File: src/rtl/lib_call_driver.sv
// Caller-side driver for fixed-latency library calls: credit-gated issue,
// LAT-deep valid pipeline tracking in-flight calls, FWFT result FIFO.
module lib_call_driver #(
    parameter int unsigned DATA_W     = 32,
    parameter int unsigned LAT        = 1,
    parameter int unsigned FIFO_DEPTH = 4
) (
    input  logic                            clock,
    input  logic                            resetn,
    input  logic                            s_valid,
    output logic                            s_ready,
    input  logic [DATA_W-1:0]               s_data1,
    input  logic [DATA_W-1:0]               s_data2,
    output logic                            c_ivalid,
    output logic                            c_iready,
    output logic [DATA_W-1:0]               c_datain1,
    output logic [DATA_W-1:0]               c_datain2,
    input  logic                            c_ovalid,
    input  logic                            c_oready,
    input  logic [DATA_W-1:0]               c_dataout,
    output logic                            m_valid,
    input  logic                            m_ready,
    output logic [DATA_W-1:0]               m_data,
    output logic [$clog2(FIFO_DEPTH):0]     inflight,
    output logic                            overflow_err
);

    localparam int unsigned AW = $clog2(FIFO_DEPTH);
    localparam int unsigned CW = AW + 1;
    localparam logic [CW:0] DEPTH_C = (CW + 1)'(FIFO_DEPTH);

    logic [LAT-1:0]    vpipe;
    logic              ready_q;
    logic [DATA_W-1:0] mem [FIFO_DEPTH];
    logic [AW-1:0]     wr_ptr;
    logic [AW-1:0]     rd_ptr;
    logic [CW-1:0]     fifo_count;
    logic [CW-1:0]     inflight_q;
    logic              credit_ok;
    logic              issue;
    logic              tap;
    logic              full;
    logic              push;
    logic              pop;
    logic              unused_c_ovalid;

    // Capture timing comes from vpipe alone; the callee's valid is only observed.
    assign unused_c_ovalid = c_ovalid;

    // Credits use registered state only, so m_ready never reaches s_ready.
    assign credit_ok = ({1'b0, fifo_count} + {1'b0, inflight_q}) < DEPTH_C;
    assign s_ready   = ready_q && credit_ok && c_oready;
    assign issue     = s_valid && s_ready;
    assign tap       = vpipe[LAT-1];
    assign full      = (fifo_count == DEPTH_C[CW-1:0]);
    assign push      = tap && !full;
    assign pop       = m_valid && m_ready;

    assign c_ivalid  = issue;
    assign c_iready  = ready_q;
    assign c_datain1 = s_data1;
    assign c_datain2 = s_data2;

    assign m_valid   = (fifo_count != '0);
    assign m_data    = m_valid ? mem[rd_ptr] : '0;
    assign inflight  = inflight_q;

    always_ff @(posedge clock or negedge resetn) begin
        if (!resetn) begin
            ready_q <= 1'b0;
            vpipe   <= '0;
        end else begin
            ready_q  <= 1'b1;
            vpipe[0] <= issue;
            for (int unsigned i = 1; i < LAT; i++) begin
                vpipe[i] <= vpipe[i-1];
            end
        end
    end

    always_ff @(posedge clock or negedge resetn) begin
        if (!resetn) begin
            inflight_q <= '0;
        end else begin
            case ({issue, tap})
                2'b10:   inflight_q <= inflight_q + 1'b1;
                2'b01:   inflight_q <= inflight_q - 1'b1;
                default: inflight_q <= inflight_q;
            endcase
        end
    end

    always_ff @(posedge clock or negedge resetn) begin
        if (!resetn) begin
            wr_ptr       <= '0;
            rd_ptr       <= '0;
            fifo_count   <= '0;
            overflow_err <= 1'b0;
        end else begin
            if (push) wr_ptr <= wr_ptr + 1'b1;
            if (pop)  rd_ptr <= rd_ptr + 1'b1;
            case ({push, pop})
                2'b10:   fifo_count <= fifo_count + 1'b1;
                2'b01:   fifo_count <= fifo_count - 1'b1;
                default: fifo_count <= fifo_count;
            endcase
            if (tap && full) overflow_err <= 1'b1;
        end
    end

    always_ff @(posedge clock) begin
        if (push) mem[wr_ptr] <= c_dataout;
    end

endmodule
File: config.mk
export PLATFORM = sky130hd
export DESIGN_NAME = lib_call_driver
export DESIGN_NICKNAME = d
export VERILOG_FILES = /design/src/rtl/lib_call_driver.sv
export SDC_FILE = /design/constraint.sdc
export NUM_CORES = 1
export LEC_CHECK = 0
export BUFFER_PORTS_ARGS = -buffer_cell sky130_fd_sc_hd__clkbuf_2
export CAP_MARGIN = 20
export CORE_MARGIN = 3
export CORE_UTILIZATION = 35
export CTS_BUF_LIST = sky130_fd_sc_hd__clkbuf_8
export DETAILED_ROUTE_END_ITERATION = 8
export PLACE_DENSITY = 0.67
export SYNTH_ARGS = -nofsm -noshare
export SYNTH_HDL_FRONTEND = slang
export SYNTH_SLANG_ARGS = --single-unit
File: constraint.sdc
create_clock -name clock -period 2.53 [get_ports clock]
set_clock_uncertainty 0.05 [all_clocks]
set_input_delay 0.506 -clock clock [delete_from_list [all_inputs] [get_ports clock]]
set_output_delay 0.506 -clock clock [all_outputs]
set_load 0.01 [all_outputs]
# After elaboration in Yosys (flattened, before gate mapping)
# Memory sizes are Yosys's and may differ from the RTL's.
# Index checks and enable logic that the tools add are counted.
# Widths: inputs -> output; s select.
[totals]
ff_bits = 13
n_memories = 1
ramBits = 128
wordCells = 36
inputBits = 102
out_inout_bits = 104
[op_classes]
n_reduce_logical = 10
muxes = 5
eq_ne = 5
n_lt_le_gt_ge = 1
add_sub_neg = 7
[mem_list]
columns = ["memory", "depth", "width", "rd", "rd_clocked_by_memory_dff", "write_ports", "line_no", "source"]
rows = [
  ["mem", 4, 32, 1, 0, 1, "34", "logic [DATA_W-1:0] mem [FIFO_DEPTH];"],
]
[op_table]
columns = ["operator", "n"]
rows = [
  ["$mux 32", 1],
  ["$pmux 3 s2", 2],
  ["$add 3x1->3 const B", 2],
  ["$logic_and 1x1->1", 6],
  ["$sub 3x1->3 const B", 2],
  ["$add 2x1->2 const B", 2],
  ["$add 3x3->4", 1],
  ["$eq 2x1->1 const B", 2],
  ["$eq 2x2->1 const B", 2],
  ["$lt 4x3->1 const B", 1],
  ["$reduce_bool 2->1", 2],
  ["$eq 3x3->1 const B", 1],
  ["$reduce_bool 3->1", 1],
  ["$mux 1", 2],
  ["$logic_not 1->1", 1],
]

# Logic depth before layout (Yosys ltp)
# Gate-level depths: netlist of run 1.
[depth]
word_depth = 7
depth_mapped = 10
mapped_depth_nobuf = 10

# Worst setup path after synthesis of run 1
# No wires, ideal clock.
[synth_path]
path_type = "register to register"
startpoint = "reg inflight_q[2] (netlist: inflight[2])"
endpoint = "reg inflight_q[2] (netlist: inflight[2])"
period_less_slack_ps = 2433
setup_ps = 127
path_stages_with_launch = 11
path_buffers = 0
arrival_ps = 2256
t_required_ps = 2353
setup_slack_ps = 97
path_cell_list = "dfrtp_1 ha_1 nand4bb_1 a311oi_1 nand2_1 ha_1 inv_1 fa_1 xor2_1 nor2_1 xor2_1"
[synth_between]
elab_chain_cells = 7
elab_cells_between_ends = 11
cone_classes = "add/sub: 3; order compare: 1; eq/ne: 2; mux: 1; reduce/logical: 4"
[synth_rtl]
columns = ["item", "line_no", "source"]
rows = [
  ["start: declaration", "38", "logic [CW-1:0] inflight_q;"],
  ["start signal: assignment", "86", "2'b10: inflight_q <= inflight_q + 1'b1;"],
  ["start signal: assignment", "87", "2'b01: inflight_q <= inflight_q - 1'b1;"],
  ["start signal: assignment", "88", "default: inflight_q <= inflight_q;"],
  ["$add 3x3->4 *", "51", "assign credit_ok = ({1'b0, fifo_count} + {1'b0, inflight_q}) < DEPTH_C;"],
  ["$lt 4x3->1 *", "51", ""],
  ["$logic_and 1x1->1 * (2 in series)", "52", "assign s_ready = ready_q && credit_ok && c_oready;"],
  ["net s_ready", "11", "output logic s_ready,"],
  ["$logic_and 1x1->1 *", "53", "assign issue = s_valid && s_ready;"],
  ["$eq 2x1->1 / $eq 2x2->1 (equally long branches)", "85", "case ({issue, tap})"],
  ["$pmux 3 s2 / $reduce_bool 2->1 (equally long branches)", "-", ""],
]
# Mark *: on every way through the listed nets, which the timed path passes. The rest lies on a longest branch.
# A chain may end at the register's enable or synchronous reset.

# Worst setup path after layout of run 1
[layout_path]
startpoint = "reg rd_ptr[0]"
endpoint = "out m_data[27]"
[layout_between]
elab_chain_cells = 2
[layout_rtl]
columns = ["item", "line_no", "source"]
rows = [
  ["start: declaration", "36", "logic [AW-1:0] rd_ptr;"],
  ["start signal: assignment", "101", "if (pop) rd_ptr <= rd_ptr + 1'b1;"],
  ["$mem_v2 4x32", "-", ""],
  ["$mux 32", "65", "assign m_data = m_valid ? mem[rd_ptr] : '0;"],
  ["end: declaration", "23", "output logic [DATA_W-1:0] m_data,"],
]
# No other way between the ends.

==> metrics.txt, run 1 <==
HPWL reported at the end of detailed placement=around 8.6 mm; EDFF count, synth=between 100 and 150; Synth Net Count=between 400 and 500; Inserted Clock Buffers=17; min-delay src=c_dataout[27]; largest cells by area after synthesis=edfxtp_1 63%, mux4_2 10%, buf_4 7.9%; # clock sinks=between 100 and 150; Max Fclk=0.4006 GHz; gr ovfl total=0; Worst Tran Pin Value=around 530 ps; vias post-DR=around 2,800; IO Pins=between 200 and 250; Critical Path Fanout Max=8; Primary FF master, synth=edfxtp_1; GRT Resource Usage Total=0.1422; largest net degree at the start of global routing=34; crit path DAT=around 1900 ps; Die X-Extent=roughly 140 um; WS Path Type=reg2out; Worst R2R Start=inflight[2]; CP max stage delay=510 ps; FILL cells=1,551; DRC=0; required time of the critical path=roughly 2000 ps; First-pass DRT Iterations=4; Final nets=slightly below 500; CP max-delay cell=mux4_2; Starting Density=0.3615; starting DRC count in detailed routing=roughly 130; synth warn=0; count of cell types in the netlist=26; maximum clock path buffer count=2; Critical Path Sink Type=output pin; antenna violations before repair=0; die area=roughly 19,000 um2; Worst-path clk slew=about 70 ps; fin crit period=2496 ps; Wirelength per Cell=between 20 and 25 um; cell count after synthesis=around 330; I/O Buffers=76; worst rel slew slack=0.6434; post-route cell area=roughly 6900 um2; Startpoint Class=register; #FFs+latches synth=between 100 and 150; Slew Limit Fails=0; Final setup viols=0; Total Neg Setup Slack=0 ps; dpl cell area=around 6300 um2; Pleak=between 2 and 3 nW; period utilization=0.9867; CTS root buf=clkbuf_8; number of max-cap violations=0; Avg Inst Size Synth=~18 um2; top-count cell post-synth=edfxtp_1; layout cell share with drive strength beyond 1=0.4779; Die Y=137.8 um; CTS tree=done; post-route ant nets=0; first-pass GRT wire length=between 15 and 20 mm; Core Rows=47; vias per cell=around 4.7; final hold vios=0; register area share after synthesis=0.6857; hold worst-path end=mem[3][27]; worst-path cell chain=bufbuf_16 > mux4_2 > and2_1 > clkbuf_2; Routed WL=approximately 13 mm; Peak VDD IR=between 300 and 400 uV; Synth top cells by count=128 x edfxtp_1, 64 x buf_4, 38 x and2_1; Power Density=between 1000 and 1500 nW/um2; hold depth=1; cell taking the most area after synthesis=edfxtp_1; setup slack, reg-to-reg=260 ps; worst r2r path cells=10; Layout area overhead=14.12%; routability cong.=between 0.6 and 0.7; Post-Synthesis Cell Area=6080 um2; Core Region=approximately 17,000 um2; hold crit path type=in2reg; reg2reg end=inflight[2]; CP delay by family, top=multiplexers; Worst Path Buf+Inv=2; Clock Latency Late Sink=between 400 and 500 ps; number of global-route vias before repair=between 2,000 and 3,000; RSZ-0062 raised after global routing=true; run status=completed; H-tree depth=4; Yosys top cell area share=0.6322; Async S/R FF share, synth=0.09220; ant diodes=0
-- placed cells by master, fill, tap and decap left out, drive strengths merged, types with 3 or more instances in the layout --
| cell type | count |
|---|---|
| xor2 | 5 |
| nor2 | 3 |
| mux4 | 32 |
| clkbuf | 79 |
| xnor2 | 4 |
| clkinv | 9 |
| edfxtp | 128 |
| and2 | 38 |
| dfrtp | 13 |
| buf | 37 |
| ha | 8 |
| inv | 10 |
-- metrics by stage --
step                utilization  worst slack (ps)  hold WS, ps  power (mW)  instances
floorplan                     -             97.21        160.4       4.506        329
global placement         0.3729             196.6        373.0       5.044        561
detailed placement       0.3729             177.5        390.2       5.098        561
CTS                      0.4011            -31.20        196.7       7.108        599
global route             0.4125            -78.50        198.4       7.797        605
finish                   0.4125             33.61        236.2       7.362        605
-- layout make-up --
class | instances | area (um2) | area share
Clock buffer | 17 | 234.0 | 0.03372
Timing Repair Buffer | 101 | 758.2 | 0.1093
Sequential cell | 141 | 4173 | 0.6014
Tap cell | 220 | 275.3 | 0.03968
Clock inverter | 14 | 127.6 | 0.01839
Multi-Input combinational cell | 103 | 1336 | 0.1926
Inverter | 9 | 33.78 | 0.004869
-- how the worst max path moves through the flow --
stage                  end  slack, ps  depth (start not counted)           from
2_1_floorplan  inflight[2]        100                         10    inflight[2]
3_3_place_gp   inflight[2]        200                         10  fifo_count[2]
3_5_place_dp   inflight[1]        180                          8  fifo_count[2]
4_1_cts         m_data[28]        -30                          5      rd_ptr[0]
5_1_grt         m_data[16]        -80                          4      rd_ptr[0]
6_report        m_data[27]         30                          4      rd_ptr[0]
-- flip-flops by register name, indices dropped and copies added (netlist names) --
name          flops
rd_ptr            2
fifo_count        3
overflow_err      1
mem             128
inflight          3
c_iready          1
wr_ptr            2
tap               1
-- timing repair --
action	CTS	global route
endpoints found under the hold margin	13	0
setup buffers	3	5
gates cloned	3	1
hold buffers	1	0
endpoints found under the setup margin	29	33
resized for setup	8	46
pin swaps	1	8
-- where the power goes --
group	internal [mW]	total (mW)	switching, mW
clock	0.851	1.67	0.821
sequential	2.70	2.82	0.115
combinational	1.63	2.87	1.24
-- routing by layer --
| metal | wire [um] | global-route usage |
|---|---|---|
| met5 | 0 | 0 |
| met4 | 447 | 0.07025 |
| met3 | 958 | 0.05223 |
| met2 | 6994 | 0.2427 |
| met1 | 4979 | 0.1561 |
-- logic make-up (layout without fill, tap and decap cells) --
kind of cell             count (synthesis)  after routing  synth area share
multiplexers                            35             35            0.1262
adder cells (fa/ha/maj)                 10             10           0.02305
flip-flops                             141            141            0.6857
other                                    1              1         0.0006168
AND/OR/NAND/NOR                         45             45           0.04528
buffers and inverters                   85            141            0.1021
XOR/XNOR                                 9              9           0.01296
AO/OA/AOI/OAI                            3              3          0.004117
Power figures use the tool's default switching activity.
==> inputs of run 2 (changes only) <==
--- a/config.mk
+++ b/config.mk
@@ -11,7 +11,8 @@
 export CORE_UTILIZATION = 35
 export CTS_BUF_LIST = sky130_fd_sc_hd__clkbuf_8
 export DETAILED_ROUTE_END_ITERATION = 8
-export PLACE_DENSITY = 0.67
+export PLACE_DENSITY_LB_ADDON = 0.3
+export SETUP_SLACK_MARGIN = 0.2
 export SYNTH_ARGS = -nofsm -noshare
 export SYNTH_HDL_FRONTEND = slang
 export SYNTH_SLANG_ARGS = --single-unit
==> run 2 against run 1 <==
Against the previous run: largest cell class unchanged; worst setup slack better by 26 ps; highest routed layer unchanged; critical path depth up 1; sequential power about the same; largest power group unchanged; clock power up 6%; wire length down 2.0%; global-route usage down 0.24 points; via count down 0.77%; count of clock-buffer cells in the layout unchanged; worst hold slack better by 3.7 ps; power up 1.6%; non-clock buffer count down 2; die area unchanged.
==> metrics.txt, run 2 (synthesis gave the netlist of run 1 again) <==
Inserted Clock Buffers=17; HPWL reported at the end of detailed placement=about 8.7 mm; maximum clock path buffer count=2; Critical Path Fanout Max=5; dpl cell area=6292 um2; crit path DAT=roughly 1900 ps; max FFs per register=128; CP max stage delay=480 ps; Sw Pwr=2.143 mW; Core Region=approximately 17,000 um2; ant diodes=0; # clock sinks=~140; IO Pins=roughly 210; vias post-DR=between 2,000 and 3,000; largest reg by FF count=mem; layout cell share with drive strength beyond 1=0.5105; first-pass GRT wire length=approximately 19 mm; non-filler instance count after layout=between 600 and 700; # placed instances=563; Critical Path Sink Type=output pin; FILL cells=approximately 1,500; H-tree depth=4; Slew Limit Fails=0; Gate power share=0.387; CP delay by family, top=multiplexers; hold crit path type=in2reg; Net Sw Frac=0.2866; DRC=0; Wirelength per Cell=about 22 um; clock power share=0.236; Die X-Extent=roughly 140 um; post-route cell area=6992 um2; CTS root buf=clkbuf_8; Worst-path clk slew=approximately 80 ps; WS Path Type=reg2out; Final nets=slightly below 500; commonest non-fill, non-tap cells in the layout=128 x edfxtp_1, 55 x clkbuf_2, 32 x mux4_2, 23 x and2_4, 18 x buf_6; number of global-route vias before repair=a little over 3,000; die area=18,990 um2; Layout area overhead=15.00%; First-pass DRT Iterations=4; Pleak=2.562 nW; Top Usage Layer GRT=met2; post-route ant nets=0; fin crit period=between 2000 and 2500 ps; Max Fclk=roughly 0.4 GHz; Peak VDD IR=560.2 uV; I/O Buffers=76; routability cong.=0.6879; Pint=around 5.3 mW; number of max-cap violations=0; Power Density=between 1000 and 1500 nW/um2; final hold vios=0; required time of the critical path=between 1500 and 2000 ps; Clock Latency Late Sink=420 ps; period utilization=0.9763; Core Rows=47; Flop pwr share=0.377; largest net degree at the start of global routing=34; Starting Density=0.3615; met2 layer usage reported by global route=0.2476; starting DRC count in detailed routing=128; antenna violations before repair=0; RSZ-0062 raised after global routing=true; run status=completed; vias per cell=around 4.7; GRT Resource Usage Total=0.1398; gr ovfl total=0; Design Power=about 7.5 mW; worst-path cell chain=buf_12 > clkbuf_16 > mux4_2 > and2_4 > buf_6; Worst Hold Slack=240.0 ps; Worst Path Buf+Inv=3; M1 GR Usage=0.1495; Die Y=137.8 um; CTS tree=done; met3 usage=0.05186; Final setup viols=0; most common cell after layout, fill and taps aside=edfxtp_1; CP max-delay cell=mux4_2; Startpoint Class=register; Routed WL=about 13 mm; Total Neg Setup Slack=0 ps
==> run 2: cell types whose count changed in the layout (fill, tap and decap cells not counted), sizes merged <==
cell      change
clkbuf        -6
buf           +5
clkinv        -2
clkinvlp      -2
inv           +2
bufbuf        -1
bufinv        +1
==> run 2: routing by layer <==
layer	part of all wire	wire (um)
met2	0.55	7179
met1	0.35	4550
met4	0.028	367
met3	0.077	1010
met5	0	0
==> run 2: power by group through the flow <==
stage | Combinational, mW | Clock [mW] | Sequential (mW)
global route | 3.14 | 1.95 | 2.84
detailed placement | 2.27 | 0 | 2.86
finish | 2.89 | 1.77 | 2.82
global placement | 2.25 | 0 | 2.85
floorplan | 1.68 | 0 | 2.84
CTS | 2.48 | 1.84 | 2.82
==> run 2: final timing paths <==
path	startpoint	to	slack, ps	depth (start not counted)
hold / removal	c_dataout[4]	mem[2][4]	240	1
max in group asynchronous	resetn	rd_ptr[0]	1660	2
setup / recovery	rd_ptr[0]	m_data[3]	60	5
hold reg to reg	overflow_err	overflow_err	470	1
min in group asynchronous	resetn	fifo_count[1]	480	2
setup reg to reg	fifo_count[2]	inflight[2]	240	11
==> run 2: repair_timing <==
item                                    CTS  global route
pin swaps                                 3             4
endpoints found under the setup margin   36            36
cloned                                    1             1
gates resized for setup                   6            72
setup buffers                             5             1
hold buffers                              1             0
hold endpoints to repair                 13             0
==> run 2: worst register-to-register path, stage by stage (launching register included) <==
cell,delay [ps]
dfrtp_1,420
ha_1,280
nand4bb_1,200
a311oi_2,260
buf_4,190
nand2_4,60
ha_4,160
inv_2,50
fa_2,180
xor2_1,130
nor2_1,60
xor2_1,140
==> run 2: cell type report <==
type / instances / area (um2) / share of cell area
sequential: 141 / 4172 / 0.5966
multi-input combinational: 103 / 1371 / 0.1961
timing repair buffer: 99 / 753.2 / 0.1077
tap: 220 / 275.3 / 0.03937
clock buffer: 17 / 234.0 / 0.03346
clock inverter: 13 / 152.6 / 0.02183
inverter: 9 / 33.78 / 0.004832
==> run 2: per-stage QoR <==
stage | util | setup slack (ps)
global route | 0.4157 | -43.77
floorplan | - | 215.6
detailed placement | 0.3741 | 184.9
finish | 0.4157 | 60.04
CTS | 0.4031 | 5.295
global placement | 0.3741 | 241.1
==> inputs of run 3 (changes only) <==
--- a/config.mk
+++ b/config.mk
@@ -9,7 +9,7 @@
 export CAP_MARGIN = 20
 export CORE_MARGIN = 3
 export CORE_UTILIZATION = 35
-export CTS_BUF_LIST = sky130_fd_sc_hd__clkbuf_8
+export CTS_BUF_LIST = sky130_fd_sc_hd__clkbuf_4 sky130_fd_sc_hd__clkbuf_8 sky130_fd_sc_hd__clkbuf_16
 export DETAILED_ROUTE_END_ITERATION = 8
 export PLACE_DENSITY_LB_ADDON = 0.3
 export SETUP_SLACK_MARGIN = 0.2
==> run 3 against run 2 <==
Against the previous run: core utilization grew 1.5 points; highest routed layer unchanged; worst setup slack improved by 22 ps; critical endpoint unchanged; global-route usage barely moved; maximum frequency rose by 0.91%; design area grew 3.6%; combinational power up 4%.
==> metrics.txt, run 3 (synthesis gave the netlist of run 1 again) <==
run status=completed; Clock Latency Late Sink=slightly above 400 ps; worst-path cell chain=buf_12 > clkbuf_16 > mux4_2 > and2_4 > buf_6; die area=~19,000 um2; WS Path Type=reg2out; setup slack, reg-to-reg=approximately 240 ps; Startpoint Class=register; CP max stage delay=approximately 480 ps; Wirelength per Cell=approximately 22 um; gr ovfl total=0; Sw Pwr=around 2.2 mW; worst r2r path cells=11; hold depth=1; clock power share=0.296; Die Y=between 100 and 150 um; post-route ant nets=0; largest reg by FF count=mem; # placed instances=563; hold crit path type=in2reg; Power Density=~1100 nW/um2; H-tree depth=4; reg2reg end=inflight[2]; final hold vios=0; antenna violations before repair=0; CTS root buf=clkbuf_16; Gate power share=0.363; commonest non-fill, non-tap cells in the layout=128 x edfxtp_1, 45 x clkbuf_2, 32 x mux4_2, 26 x buf_6, 24 x and2_4; Pint=between 6 and 7 mW; Flop pwr share=0.341; CP max-delay cell=mux4_2; Place WS=approximately 180 ps; Final nets=483; maximum clock path buffer count=2; required time of the critical path=approximately 2000 ps; Total Neg Setup Slack=0 ps; number of global-route vias before repair=3,061; hold worst-path end=mem[3][24]; Die X-Extent=137.8 um; vias per cell=4.658; First-pass DRT Iterations=4; Peak VDD IR=about 590 uV; max FFs per register=128; I/O Buffers=76; vias post-DR=between 2,000 and 3,000; Slew Limit Fails=0; crit path DAT=between 1500 and 2000 ps; # clock sinks=roughly 140; HPWL reported at the end of detailed placement=around 8.7 mm; starting DRC count in detailed routing=about 110; fin crit period=around 2400 ps; Layout area overhead=19.14%; ant diodes=0; CTS tree=done; Worst Path Buf+Inv=3; Design Power=between 8 and 9 mW; number of max-cap violations=0; routability cong.=slightly below 0.7; RSZ-0062 raised after global routing=true; Max Fclk=~0.4 GHz; period utilization=0.9675; Pleak=2.664 nW; Routed WL=between 10 and 15 mm; Critical Path Fanout Max=5; first-pass GRT wire length=18.71 mm; largest net degree at the start of global routing=34; Critical Path Sink Type=output pin; CP delay by family, top=multiplexers; post-route setup slack=roughly 80 ps; DRC=0; Worst-path clk slew=around 60 ps; Core Rows=47; Starting Density=0.3615; Core Region=around 17,000 um2; non-filler instance count after layout=between 600 and 700; Final setup viols=0; Net Sw Frac=0.2704; most common cell after layout, fill and taps aside=edfxtp_1; GRT Resource Usage Total=0.1403; Worst R2R Start=fifo_count[2]; Inserted Clock Buffers=17; layout cell share with drive strength beyond 1=0.5183; min-delay src=c_dataout[24]; IO Pins=roughly 210
==> run 3: timing repair <==
action / CTS / global route
setup buffers: 5 / 1
gates cloned: 1 / 1
pin swaps: 3 / 4
hold endpoints to repair: 13 / 0
gates resized for setup: 6 / 91
setup endpoints to repair: 36 / 36
hold buffers: 1 / 0
==> run 3: cell type report <==
class,count,area [um2]
Fill cell,1524,9575
Sequential cell,141,4172
Multi-Input combinational cell,103,1374
Timing Repair Buffer,99,803.3
Clock buffer,19,440.4
Tap cell,220,275.3
Clock inverter,11,145.1
Inverter,9,33.78
==> run 3: layer usage <==
layer | global-route usage | vias up | part of all wire
li1 | - | 1247 | -
met1 | 0.1520 | 1407 | 0.34
met2 | 0.2465 | 111 | 0.55
met3 | 0.05186 | 39 | 0.080
met4 | 0.05928 | 0 | 0.030
met5 | 0 | - | 0
==> run 3: metrics by stage <==
stage          instance area (um2)  utilization  hold WS, ps
3_3_place_gp                  6292       0.3741        386.1
2_1_floorplan                 6086            -        160.4
5_1_grt                       7243       0.4307        238.5
4_1_cts                       6978       0.4149        238.1
3_5_place_dp                  6292       0.3741        384.4
6_report                      7243       0.4307        261.6
==> run 3: worst max path at each step <==
stage | from | to | slack [ps] | cells past startpoint
6_report | rd_ptr[0] | m_data[3] | 80 | 5
4_1_cts | rd_ptr[0] | m_data[2] | 40 | 4
3_5_place_dp | fifo_count[2] | inflight[2] | 180 | 10
3_3_place_gp | fifo_count[2] | inflight[2] | 240 | 10
2_1_floorplan | inflight[2] | inflight[2] | 220 | 10
5_1_grt | fifo_count[2] | c_ivalid | 6 | 5
==> run 3: power by group through the flow <==
stage / registers (mW) / logic (mW) / clock network [mW]
floorplan: 2.84 / 1.68 / 0
global placement: 2.85 / 2.25 / 0
detailed placement: 2.86 / 2.27 / 0
CTS: 2.82 / 2.48 / 2.52
global route: 2.84 / 3.27 / 2.63
finish: 2.82 / 3.01 / 2.45
